File: config.mk
export PLATFORM = sky130hd
export DESIGN_NAME = prio_enc_rr
export DESIGN_NICKNAME = d
export VERILOG_FILES = /design/src/rtl/prio_enc_rr.sv
export SDC_FILE = /design/constraint.sdc
export NUM_CORES = 1
export LEC_CHECK = 0
export CORE_MARGIN = 2
export CORE_UTILIZATION = 50
export CTS_BUF_LIST = sky130_fd_sc_hd__clkbuf_16
export DETAILED_ROUTE_END_ITERATION = 10
export PLACE_DENSITY = 0.87
export SLEW_MARGIN = 10
export SYNTH_ARGS = -nofsm -noshare
export SYNTH_HDL_FRONTEND = slang
export SYNTH_SLANG_ARGS = --single-unit
File: constraint.sdc
create_clock -name clk -period 6 [get_ports clk]
set_input_delay 0.6 -clock clk [delete_from_list [all_inputs] [get_ports clk]]
set_output_delay 0.6 -clock clk [all_outputs]
set_load 0.01 [all_outputs]
File: src/rtl/prio_enc_rr.sv
// rtl/prio_enc_rr.sv - parametrised fixed/round-robin priority encoder with valid/ready handshake
// One result register; a new request is accepted whenever the result slot is empty or being drained.
module prio_enc_rr #(
  parameter int N = 8,
  localparam int W = (N > 1) ? $clog2(N) : 1
) (
  input  logic         clk,
  input  logic         rst_n,
  input  logic         mode,
  input  logic [N-1:0] D,
  input  logic         in_valid,
  output logic         in_ready,
  output logic [W-1:0] Q,
  output logic         zero,
  output logic         multi,
  output logic         out_valid,
  input  logic         out_ready
);

  logic [W-1:0] q_q, q_d;
  logic [W-1:0] ptr_q, ptr_d;
  logic         zero_q, zero_d;
  logic         multi_q, multi_d;
  logic         out_valid_q, out_valid_d;

  logic [W-1:0] fix_idx, rr_hi_idx, rr_lo_idx;
  logic         any_set, hi_found, multi_c, capture;

  assign in_ready = !out_valid_q || out_ready;
  assign capture  = in_valid && in_ready;

  // Round-robin pick: lowest set bit at or above ptr, else lowest set bit overall.
  always_comb begin
    fix_idx   = '0;
    rr_hi_idx = '0;
    rr_lo_idx = '0;
    any_set   = 1'b0;
    hi_found  = 1'b0;
    multi_c   = 1'b0;
    for (int i = 0; i < N; i++) begin
      if (D[i]) begin
        if (any_set) multi_c = 1'b1;
        if (!any_set) rr_lo_idx = W'(i);
        if (!hi_found && (i >= int'(ptr_q))) begin
          hi_found  = 1'b1;
          rr_hi_idx = W'(i);
        end
        fix_idx = W'(i);
        any_set = 1'b1;
      end
    end
  end

  always_comb begin
    q_d         = q_q;
    zero_d      = zero_q;
    multi_d     = multi_q;
    out_valid_d = out_valid_q;
    ptr_d       = ptr_q;
    if (capture) begin
      out_valid_d = 1'b1;
      zero_d      = !any_set;
      multi_d     = multi_c;
      q_d         = mode ? (hi_found ? rr_hi_idx : rr_lo_idx) : fix_idx;
      // Wrap at N rather than 2^W so non-power-of-2 sizes never point past the last line.
      if (mode && any_set) ptr_d = (q_d == W'(N - 1)) ? '0 : q_d + W'(1);
    end else if (out_ready) begin
      out_valid_d = 1'b0;
    end
  end

  always_ff @(posedge clk) begin
    if (!rst_n) begin
      q_q         <= '0;
      zero_q      <= 1'b0;
      multi_q     <= 1'b0;
      out_valid_q <= 1'b0;
      ptr_q       <= '0;
    end else begin
      q_q         <= q_d;
      zero_q      <= zero_d;
      multi_q     <= multi_d;
      out_valid_q <= out_valid_d;
      ptr_q       <= ptr_d;
    end
  end

  assign Q         = q_q;
  assign zero      = zero_q;
  assign multi     = multi_q;
  assign out_valid = out_valid_q;

endmodule

==> results.toml, run 1 <==
[drt]
post_drt_antenna_nets = 0
drt_drc = 0
post_drt_via_cell_ratio = 6.052
drt_first_iter_violations = 10
totalWireLength_um = 1829
dr_total_vias = 811
wire_per_inst_um = 13.65
drt_pass1_iterations = 4

[setup_path]
endpoint_kind = "flop"
critical_path_required_ns = 6.13
peak_fanout_along_the_critical_path = 9
worst_setup_path_start_kind = "input port"
timing_worst_setup_path_type = "in -> reg"
crit_arrival_ns = 3.00
rrSetupSlack_ns = 3.88

[worst_hold_path]
hp-class = "reg -> reg"

[sta]
rsz0062_at_grt = "no"
setup_ws_ns = 3.130
report.final.hold_viol_count = 0
max-slew-margin-rel_pct = 75.79
worstMarginPinSlew_ns = 0.3599
fin_crit_ns = 2.870
max_freq_ghz = 0.3485
fin_skew_ns = 0.003644
period_share_pct = 47.83
final.setup.tns_ns = 0
setup-violations-final = 0
slew_viol_final = 0

[outcome]
status = "finished, final reports clean"

[clock_network]
cts_buffer_depth = 2
clkSlewWorstSetupHoldPaths_ns = 0.04
numCtsBuffers = 3
holdBufCountCts = 0
cts_tree = "built"
clock_latency_ns = 0.24
cts_root_buffer = "clkbuf_16"
post_cts.resized_instances = 0
htree_num_levels = 1
cts_setup_buffers = 0
cts.sink_count = 9

[global_routing]
vias_in_the_first_global_route = 732
grt_use_total_pct = 22.51
grt_pass1_wl_um = 3118
grt.overflow.total = 0
maximum_number_of_pins_on_one_net_before_global_route_repair = 11
number_of_antenna_violations_at_the_first_check_in_global_routing = 0

[synth]
yosysTopAreaCellShare_pct = 23.72
synthesis.nets = 118
syn_inst = 103
synth_sequential_area_ratio_pct = 23.72
synthDistinctLibCells = 37
synthDominantAreaCellType = "dfxtp_1"
syn_area_per_cell_um2 = 7.374
post_synth_instance_area_um2 = 759.5
synth.yosys.warnings = 0
ys_seq_elements = 9
cell_types_with_the_largest_area_share_after_synthesis = "dfxtp_1, nor2_1, a21oi_1"

[placement]
detailedPlacementHpwl_um = 1388
place_inst = 130
detailedPlace.worstSlack_ns = 2.894
routabilityCongestion = 0.8319
numPortBuffers = 19

[die]
die_width_um = 42.98
rows = 14
core_um2 = 1471
num_io_pins = 20
die-height_um = 42.98
initial_utilization_pct = 51.62
design.die.area_um2 = 1847

[layout]
final_net_count = 134
n_antenna_cell = 0
synth_to_final_area_change_pct = 33.28
fraction_of_final_layout_cells_with_drive_strength_greater_than_1_pct = 5.932
filler_cell_count = 129
fin_cells = 134

[power_and_ir_drop]
total_leakage_power_nw = 0.3946
report.power.total_mw = 0.2420
power_density_nw_per_um2 = 239.1
vdd_drop_max_uv = 149.3

[flow_run]
max_cap_viol_count = 0
[sequential cells by signal, indices dropped and copies added, names as in the netlist]
register,cells
Q,3
ptr_q,3
multi,1
out_valid,1
zero,1
[through the flow]
stage	cell area [um2]	utilization [%]	hold WS, ns
after floorplan	759.5	-	0.5055
after global placement	932.1	63.35	0.4753
after CTS	1012	68.79	0.4929
after global routing	1012	68.79	0.5108
final	1012	68.79	0.4889
after detailed placement	932.1	63.35	0.4872
[layout by cell type (no fill, tap or decap), drive strengths merged, types with 5 or more instances in the layout]
master / instances
clkdlybuf4s50: 19
nor2: 11
dfxtp: 9
nand2: 6
inv: 6
o21ai: 6
a21oi: 6
nor3: 5
[metal layers]
| layer | routed length [um] | vias up | GRT usage (%) |
|---|---|---|---|
| met4 | 38 | 0 | 13.94 |
| met1 | 846 | 370 | 26.94 |
| met2 | 854 | 27 | 37.27 |
| met5 | 0 | - | 0 |
| met3 | 89 | 5 | 3.404 |
| li1 | - | 409 | - |
[layout make-up]
type                            count  area (um2)  area share (%)
Sequential cell                     9       180.2           17.80
Inverter                            6       22.52           2.225
Multi-Input combinational cell     80       519.2           51.30
Timing Repair Buffer               19       190.2           18.79
Clock buffer                        3       75.07           7.417
Clock inverter                      1       5.005          0.4944
Tap cell                           16       20.02           1.978
[worst paths after layout]
path / from / end / cells after the start
min: Q[0]$_SDFFE_PN0P_ / Q[0]$_SDFFE_PN0P_ / 2
min reg2reg: Q[0]$_SDFFE_PN0P_ / Q[0]$_SDFFE_PN0P_ / 2
max reg2reg: ptr_q[1]$_SDFFE_PN0P_ / ptr_q[2]$_SDFFE_PN0P_ / 9
max: D[3] / ptr_q[2]$_SDFFE_PN0P_ / 10
[cells by family after synthesis]
group	Yosys count	synth area share (%)
muxes	2	2.636
DFF	9	23.72
adders and majority gates	3	4.612
buffers and inverters	14	7.908
AOI/OAI and AO/OA	36	34.76
and+or+nand+nor	39	26.36
[synthesized netlist by cell type]
| cell | n |
|---|---|
| nand2_1 | 6 |
| nand3b_1 | 1 |
| a221oi_1 | 1 |
| a32o_1 | 1 |
| ha_1 | 2 |
| mux2i_1 | 2 |
| o21a_1 | 1 |
| o311ai_0 | 1 |
| a21boi_0 | 3 |
| nor2b_1 | 4 |
| nor3_1 | 5 |
| o311ai_2 | 1 |
| a2bb2oi_1 | 2 |
| inv_1 | 6 |
| or4_4 | 1 |
| nand3_1 | 4 |
| nor3b_1 | 3 |
| a22oi_1 | 1 |
| a211o_1 | 2 |
| a21oi_1 | 6 |
| or3_1 | 1 |
| o31ai_1 | 3 |
| o31ai_2 | 1 |
| buf_6 | 1 |
| maj3_1 | 1 |
| dfxtp_1 | 9 |
| o21ai_0 | 6 |
| o21bai_1 | 1 |
| a22o_1 | 1 |
| clkbuf_1 | 7 |
| o211ai_1 | 1 |
| nor2_1 | 11 |
| a31oi_1 | 2 |
| o221ai_1 | 1 |
| nand2b_1 | 2 |
| and2_1 | 1 |
| a21o_1 | 1 |
[worst max-delay path: stages]
cell             delay (ns)
clkdlybuf4s50_1        0.53
or4_4                  0.62
o311ai_2               0.28
a22oi_1                0.10
a2bb2oi_1              0.18
nor2_1                 0.12
ha_1                   0.15
ha_1                   0.22
mux2i_1                0.13
nor2b_1                0.06
[power by group]
part,leakage [nW],internal [mW],switching (mW)
combinational,0.280,0.0267,0.0261
sequential,0.0741,0.0644,0.00480
clock,0.0409,0.0880,0.0319
total,0.395,0.179,0.0628
Power figures use the tool's default switching activity.
==> run 2, diff against run 1 <==
--- a/config.mk
+++ b/config.mk
@@ -6,10 +6,10 @@
 export NUM_CORES = 1
 export LEC_CHECK = 0
 export CORE_MARGIN = 2
-export CORE_UTILIZATION = 50
+export CORE_UTILIZATION = 47
 export CTS_BUF_LIST = sky130_fd_sc_hd__clkbuf_16
 export DETAILED_ROUTE_END_ITERATION = 10
-export PLACE_DENSITY = 0.87
+export PLACE_DENSITY = 0.83
 export SLEW_MARGIN = 10
 export SYNTH_ARGS = -nofsm -noshare
 export SYNTH_HDL_FRONTEND = slang
==> constraint.sdc (replaced) <==
create_clock -name clk -period 2.7 [get_ports clk]
set_input_delay 0.27 -clock clk [delete_from_list [all_inputs] [get_ports clk]]
set_output_delay 0.27 -clock clk [all_outputs]
set_load 0.01 [all_outputs]
==> run 2 against run 1 <==
Via count rose by 9.0%. Cell count up 6.0%. Sequential cell count unchanged. Critical endpoint unchanged. Largest cell class unchanged. Highest routed layer unchanged.
==> results.toml, run 2 (synthesis gave the netlist of run 1 again) <==
[setup_path]
critical_path.reg2reg.endpoint = "ptr_q[2]$_SDFFE_PN0P_"
timing_worst_setup_path_type = "in -> reg"
critical_path_required_ns = 2.82
setup.worst_path.end = "ptr_q[2]$_SDFFE_PN0P_"
critical_path.max_stage_delay_ns = 0.57
rrSetupSlack_ns = 0.56
worstPathCellList = "clkdlybuf4s50_1, or4_4, o311ai_2, a22oi_1, a2bb2oi_1, nor2_1, ha_1, ha_1, mux2i_1, nor2b_1"
timing.critical_path.slowest_stage_cell = "or4_4"
worst_setup_path_start_kind = "input port"
crit_arrival_ns = 2.56
r2r_cells = 8
cp-startpoint = "D[2]"
endpoint_kind = "flop"
crit_path_frequent_cell = "ha_1"
peak_fanout_along_the_critical_path = 6
reg2reg_from = "ptr_q[1]$_SDFFE_PN0P_"

[global_routing]
grt_use_total_pct = 23.59
maximum_number_of_pins_on_one_net_before_global_route_repair = 11
grt.overflow.total = 0
number_of_antenna_violations_at_the_first_check_in_global_routing = 0
vias_in_the_first_global_route = 838
grt_pass1_wl_um = 3422

[die]
rows = 14
initial_utilization_pct = 50.42
design.die.area_um2 = 1954
die_width_um = 44.20
die-height_um = 44.20
num_io_pins = 20
core_um2 = 1506

[outcome]
status = "finished, final reports clean"

[drt]
dr_total_vias = 884
post_drt_via_cell_ratio = 6.225
drt_drc = 0
totalWireLength_um = 2090
drt_first_iter_violations = 9
post_drt_antenna_nets = 0
wire_per_inst_um = 14.72
drt_pass1_iterations = 5

[placement]
routabilityCongestion = 0.9254
detailedPlace.worstSlack_ns = 0.04070
detailedPlacementHpwl_um = 1498
numPortBuffers = 19

[layout]
mostFrequentLayoutCells = "clkdlybuf4s50_1, nor2_1, dfxtp_1"
seqCellArea_um2 = 180.2
final_net_count = 142
n_antenna_cell = 0
multiInputGateArea_um2 = 519.2
synth_to_final_area_change_pct = 41.02
layout_commonest_cell = "clkdlybuf4s50_1"
filler_cell_count = 123
fraction_of_final_layout_cells_with_drive_strength_greater_than_1_pct = 11.11

[clock_network]
cts_setup_buffers = 0
holdBufCountCts = 0
cts_buffer_depth = 2
cts_root_buffer = "clkbuf_16"
clock_latency_ns = 0.23
numCtsBuffers = 3
post_cts.resized_instances = 0
cts_tree = "built"
cts.sink_count = 9
clkSlewWorstSetupHoldPaths_ns = 0.04
htree_num_levels = 1

[sta]
slew_viol_final = 0
period_share_pct = 90.39
max-slew-margin-rel_pct = 71.80
fin_crit_ns = 2.441
rsz0062_at_grt = "no"
worstMarginPinSlew_ns = 0.4177
report.final.hold_viol_count = 0
max_freq_ghz = 0.4097
setup_ws_ns = 0.2595
final.setup.tns_ns = 0
fin_skew_ns = 0.0008556
setup-violations-final = 0

[power_and_ir_drop]
vdd_drop_max_uv = 258.7
total_leakage_power_nw = 0.4344
power_density_nw_per_um2 = 505.0

[worst_hold_path]
worstHoldStart = "Q[0]$_SDFFE_PN0P_"
hp-class = "reg -> reg"

[flow_run]
max_cap_viol_count = 0
## run 2: cell count changes in the layout (fill, tap and decap cells not counted)
cell	before	now
buf_4	0	8
clkinv_2	1	0
inv_1	6	7
## run 2: worst min path at each step
stage / end / depth (start not counted)
final: Q[0]$_SDFFE_PN0P_ / 2
after global routing: Q[0]$_SDFFE_PN0P_ / 2
after CTS: Q[0]$_SDFFE_PN0P_ / 2
after detailed placement: Q[0]$_SDFFE_PN0P_ / 2
after global placement: Q[0]$_SDFFE_PN0P_ / 2
after floorplan: out_valid$_SDFFE_PN0P_ / 2
## run 2: final cells by class
class	count	area share [%]
Timing Repair Buffer	27	23.36
Clock buffer	3	7.009
Sequential cell	9	16.82
Clock inverter	1	0.3505
Tap cell	16	1.869
Multi-Input combinational cell	80	48.48
Inverter	6	2.103
## run 2: power by group
group	switching, mW	internal [mW]
sequential	0.0117	0.143
combinational	0.0628	0.0677
clock	0.0622	0.193
## run 2: per-stage QoR
| step | hold slack (ns) | utilization [%] | instance area, um2 | power, mW | instances |
|---|---|---|---|---|---|
| after floorplan | 0.4089 | - | 759.5 | 0.2262 | 103 |
| after global placement | 0.4754 | 65.86 | 992.2 | 0.2799 | 138 |
| after detailed placement | 0.4893 | 65.86 | 992.2 | 0.2831 | 138 |
| after CTS | 0.4945 | 71.10 | 1071 | 0.5417 | 142 |
| after global routing | 0.5080 | 71.10 | 1071 | 0.5633 | 142 |
| final | 0.4930 | 71.10 | 1071 | 0.5408 | 142 |
## run 2: per-layer routing
layer / global-route usage, % / up-vias / share of wire [%]
li1: - / 427 / -
met1: 25.12 / 424 / 41
met2: 43.82 / 31 / 53
met3: 5.306 / 2 / 5.2
met4: 10.30 / 0 / 0.62
met5: 0 / - / 0
## run 2: critical path, delay by kind of cell
kind	cells	cell delay, ns
muxes	1	0.13
and+or+nand+nor	3	0.77
AOI/OAI and AO/OA	3	0.56
buffers and inverters	1	0.44
adders and majority gates	2	0.39
